## src/rtl/reset_sequencer.sv

```systemverilog
// Power-on / lock-driven reset sequencer: holds every domain in reset until the
// PLL has been stably locked, then releases the domains one at a time, bit 0 first.
module reset_sequencer #(
  parameter int N_DOMAINS          = 4,
  parameter int LOCK_STABLE_CYCLES = 16,
  parameter int STEP_CYCLES        = 8
) (
  input  logic                 clk,
  input  logic                 rstb_in,
  input  logic                 pll_locked,
  input  logic                 sw_rst_req,
  output logic [N_DOMAINS-1:0] rstb_out,
  output logic                 seq_done,
  output logic [1:0]           seq_state,
  output logic [7:0]           lock_loss_cnt
);

  localparam int LW = $clog2(LOCK_STABLE_CYCLES + 1);
  localparam int SW = $clog2(STEP_CYCLES + 1);
  localparam logic [LW-1:0] LOCK_LAST = LW'(LOCK_STABLE_CYCLES - 1);
  localparam logic [SW-1:0] STEP_LAST = SW'(STEP_CYCLES - 1);

  typedef enum logic [1:0] {
    ST_ASSERT  = 2'b00,
    ST_RELEASE = 2'b01,
    ST_DONE    = 2'b10
  } state_t;

  state_t        state;
  logic [LW-1:0] lock_cnt;
  logic [SW-1:0] step_cnt;

  // The state register is itself the registered seq_state output.
  assign seq_state = state;

  always_ff @(posedge clk) begin
    if (!rstb_in) begin
      state         <= ST_ASSERT;
      rstb_out      <= '0;
      seq_done      <= 1'b0;
      lock_cnt      <= '0;
      step_cnt      <= '0;
      lock_loss_cnt <= '0;
    end else begin
      case (state)
        ST_ASSERT: begin
          if (sw_rst_req || !pll_locked) begin
            lock_cnt <= '0;
          end else if (lock_cnt == LOCK_LAST) begin
            lock_cnt <= '0;
            step_cnt <= '0;
            rstb_out <= N_DOMAINS'(1);
            state    <= ST_RELEASE;
          end else begin
            lock_cnt <= lock_cnt + LW'(1);
          end
        end
        default: begin
          if (!pll_locked || sw_rst_req) begin
            // Lock loss wins over a simultaneous software request for counting.
            state    <= ST_ASSERT;
            rstb_out <= '0;
            seq_done <= 1'b0;
            lock_cnt <= '0;
            step_cnt <= '0;
            if (!pll_locked && lock_loss_cnt != 8'hFF)
              lock_loss_cnt <= lock_loss_cnt + 8'd1;
          end else if (state == ST_RELEASE) begin
            if (step_cnt == STEP_LAST) begin
              step_cnt <= '0;
              // Shift in a one: releases the next-higher domain, keeps lower ones.
              rstb_out <= {rstb_out[N_DOMAINS-2:0], 1'b1};
              if (rstb_out[N_DOMAINS-2]) begin
                state    <= ST_DONE;
                seq_done <= 1'b1;
              end
            end else begin
              step_cnt <= step_cnt + SW'(1);
            end
          end
        end
      endcase
    end
  end

endmodule

```

## config.mk

```make
export PLATFORM = sky130hd
export DESIGN_NAME = reset_sequencer
export DESIGN_NICKNAME = d
export VERILOG_FILES = /design/src/rtl/reset_sequencer.sv
export SDC_FILE = /design/constraint.sdc
export NUM_CORES = 1
export LEC_CHECK = 0
export BUFFER_PORTS_ARGS = -buffer_cell sky130_fd_sc_hd__buf_2
export CORE_ASPECT_RATIO = 0.8
export CORE_MARGIN = 2
export CORE_UTILIZATION = 50
export DETAILED_ROUTE_END_ITERATION = 8
export PLACE_DENSITY = 0.83
export SLEW_MARGIN = 40
export SYNTH_ARGS = -nofsm -noshare
export SYNTH_HDL_FRONTEND = slang
export SYNTH_SLANG_ARGS = --single-unit
```

## constraint.sdc

```tcl
create_clock -name clk -period 1.6 [get_ports clk]
set_input_delay 0.08 -clock clk [delete_from_list [all_inputs] [get_ports clk]]
set_output_delay 0.08 -clock clk [all_outputs]
set_load 0.02 [all_outputs]
```

==> results.py <==
metrics = {
    "timing": {
        "finalHoldViolCount": 0,
        "drv_slew": 0,
        "setup_viol": 0,
        "rsz0062_at_grt": "false",
        "slew_headroom_pct": 64.4,
        "fin_skew_ns": 0.00813,
        "period_share_pct": 95.2,
        "setup_slack_ns": 0.0768,
        "worst_slew_pin_slew_ns": 0.532,
        "min_period_ns": 1.52,
        "fmax_mhz": 657,
    },
    "drt": {
        "first_pass_iters": 6,
        "finalWirelength_mm": 2.57,
        "wl_per_cell_microns": 14.6,
        "first_iter_violations": 27,
        "drc_errors": 1,
        "vias": 1060,
        "via_per_inst": 6.02,
        "ant_nets": 0,
    },
    "logic_synthesis": {
        "synth_ff_type": "dfxtp_1",
        "syn_nets": 137,
        "ys_top_cells_by_area": "dfxtp_1 40%, a21oi_1 4.2%, nand2_1 4.1%",
        "ys_seq_elements": 24,
        "synth_top_area_share_pct": 40.0,
        "ys_warn_count": 0,
        "synth-edff-count": 0,
        "async_flop_share_pct": 0,
        "yosysTopAreaCell": "dfxtp_1",
        "ys_seq_area_share_pct": 40.0,
        "yosysUniqueCellTypes": 45,
        "synth_area_sq_um": 1200,
        "avgSynthCellArea_sq_um": 9.25,
        "syn-instance-count": 130,
    },
    "cts": {
        "tritoncts": "yes",
        "clock_path_buffers": 2,
        "h-tree-depth": 1,
        "ctsRootBufferMaster": "clkbuf_4",
        "path_clk_slew_ns": 0.13,
        "clock_latency_ns": 0.32,
        "ctsHoldBuffers": 0,
        "cts_made_buffers": 3,
        "cts.sinks": 24,
    },
    "cells_and_area": {
        "drive_gt1_share_pct": 29.1,
        "fin_util_pct": 62.8,
        "final_nets": 159,
        "n_antenna_cell": 0,
        "fin_cells": 176,
        "area_growth_pct": 15.6,
        "fillers": 178,
    },
    "worst_hold_path": {
        "hold_end": "rstb_out[0]",
        "hold_depth": 2,
        "holdCritPathClass": "input port to flip-flop",
        "min_from": "rstb_in",
    },
    "run": {
        "drv_cap": 0,
    },
    "setup_path": {
        "critical_path_required_ns": 1.80,
        "r2r_end": "rstb_out[2]",
        "end_kind": "flip-flop",
        "critPathMaxFanout": 5,
        "r2r_slack_ns": 0.08,
        "worstPathArrival_ns": 1.72,
        "worstReg2RegStart": "lock_cnt[0]",
        "path_class": "flip-flop to flip-flop",
        "ff2ff_path_depth": 5,
        "crit_path_start_kind": "flip-flop",
    },
    "floorplan": {
        "dieHeight_microns": 47.9,
        "core_area_sq_um": 2210,
        "initial_core_util_pct": 54.3,
        "ios": 19,
        "die_w_microns": 58.8,
        "core.rowCount": 15,
        "die_area_sq_um": 2820,
    },
    "placement": {
        "pre_cts_ws_ns": -0.0485,
        "dp.cells": 169,
        "gp_congestion": 0.810,
        "dp.final_hpwl_mm": 1.81,
        "io_buffers": 18,
    },
    "global_routing": {
        "first_global_vias": 916,
        "antenna_found_initial": 0,
        "grt_max_degree": 15,
        "gr-total-overflow": 0,
        "grt_usage_pct": 19.9,
        "grt_pass1_wl_mm": 4.11,
    },
    "outcome": {
        "status": "finished with violations",
        "violations": "design-rule violations",
    },
    "power_and_ir_drop": {
        "max-vdd-ir-drop_v": 0.000580,
        "powerDensity_nw_per_um2": 766,
        "p_leak_nw": 0.555,
    },
}
stage by stage:
stage | setup TNS [ns] | cell area [sq um] | hold WS, ns | total power, mW
after floorplan | 0 | 1200 | 0.303 | 0.633
after global placement | 0 | 1290 | 0.394 | 0.639
after detailed placement | -0.0984 | 1290 | 0.409 | 0.640
after CTS | 0 | 1350 | 0.0502 | 1.07
after global routing | 0 | 1390 | 0.0447 | 1.10
final | 0 | 1390 | 0.0600 | 1.06
registers in the layout, indices dropped and copies added, names as in the netlist:
register and count:
lock_loss_cnt 8, seq_state 2, seq_done 1, rstb_out 4, step_cnt 4, lock_cnt 5
Yosys cell counts (2+ instances only):
master     n
dfxtp_1   24
nand2_1   13
nor2_1    11
a21oi_1   10
o21ai_0    8
xor2_1     5
nand3_1    4
nor3b_1    4
buf_6      3
ha_1       3
o22ai_1    3
a31oi_1    2
and3_1     2
clkbuf_1   2
mux2i_1    2
nand3b_1   2
nand4_1    2
o21ai_1    2
or3_1      2
timing repair:
item	4_1_cts	5_1_grt
endpoints found under the setup margin	3	4
cloned	0	0
setup buffers	1	2
gates resized for setup	1	7
pin swaps	1	2
layer usage:
metal | routed length, microns | GRT usage [%]
met5 | 0 | 0
met4 | 62 | 6.82
met2 | 1150 | 31.6
met1 | 1210 | 26.4
met3 | 151 | 5.95
power breakdown:
part	internal [mW]	total [mW]	switching [mW]
clock	0.253	0.436	0.182
combinational	0.00977	0.0285	0.0187
sequential	0.598	0.600	0.00236
cells in the final DEF (no fill, tap or decap), types with 2 or more instances in the layout:
cell / count
mux2i_1: 2
a31oi_1: 2
and3_1: 2
nor3b_1: 4
o22ai_1: 3
nor2_1: 11
buf_4: 6
ha_1: 2
clkbuf_4: 3
nand3b_1: 2
xor2_1: 5
nand2_1: 13
buf_2: 18
a21oi_1: 10
nand4_1: 2
nand3_1: 4
dfxtp_1: 22
or3_1: 2
o21ai_0: 8
worst max path at each step:
| stage | start | to | slack, ns | depth (start not counted) |
|---|---|---|---|---|
| after global placement | lock_cnt[0] | rstb_out[3] | 0.08 | 5 |
| after floorplan | lock_loss_cnt[0] | lock_loss_cnt[1] | 0.14 | 5 |
| final | lock_cnt[0] | rstb_out[2] | 0.08 | 5 |
| after global routing | lock_cnt[0] | rstb_out[2] | 0.005 | 5 |
| after CTS | lock_cnt[0] | rstb_out[3] | 0.04 | 5 |
| after detailed placement | lock_cnt[0] | rstb_out[3] | -0.05 | 5 |
critical path: stages (launching register included):
cell	delay [ns]
dfxtp_4	0.40
ha_4	0.14
and4b_2	0.30
a21oi_4	0.09
a311oi_2	0.33
o22ai_1	0.14
cell families after synthesis:
kind of cell    Yosys count  share of synthesized area [%]
buf+inv                   8                           4.79
simple gates             51                           23.7
compound gates           37                           23.1
xor+xnor                  5                           3.64
fa+ha+maj                 3                           3.12
flops                    24                           40.0
mux                       2                           1.66
area by class of cell:
class                           instances  area [sq um]  share of cell area [%]
Clock buffer                            3          22.5                    1.62
Clock inverter                          1          30.0                    2.16
Tap cell                               25          31.3                    2.25
Inverter                                1          3.75                   0.270
Multi-Input combinational cell         98           682                    49.1
Sequential cell                        24           485                    34.9
Timing Repair Buffer                   24           135                    9.72
Note: power is estimated with default switching activity, not from simulation.
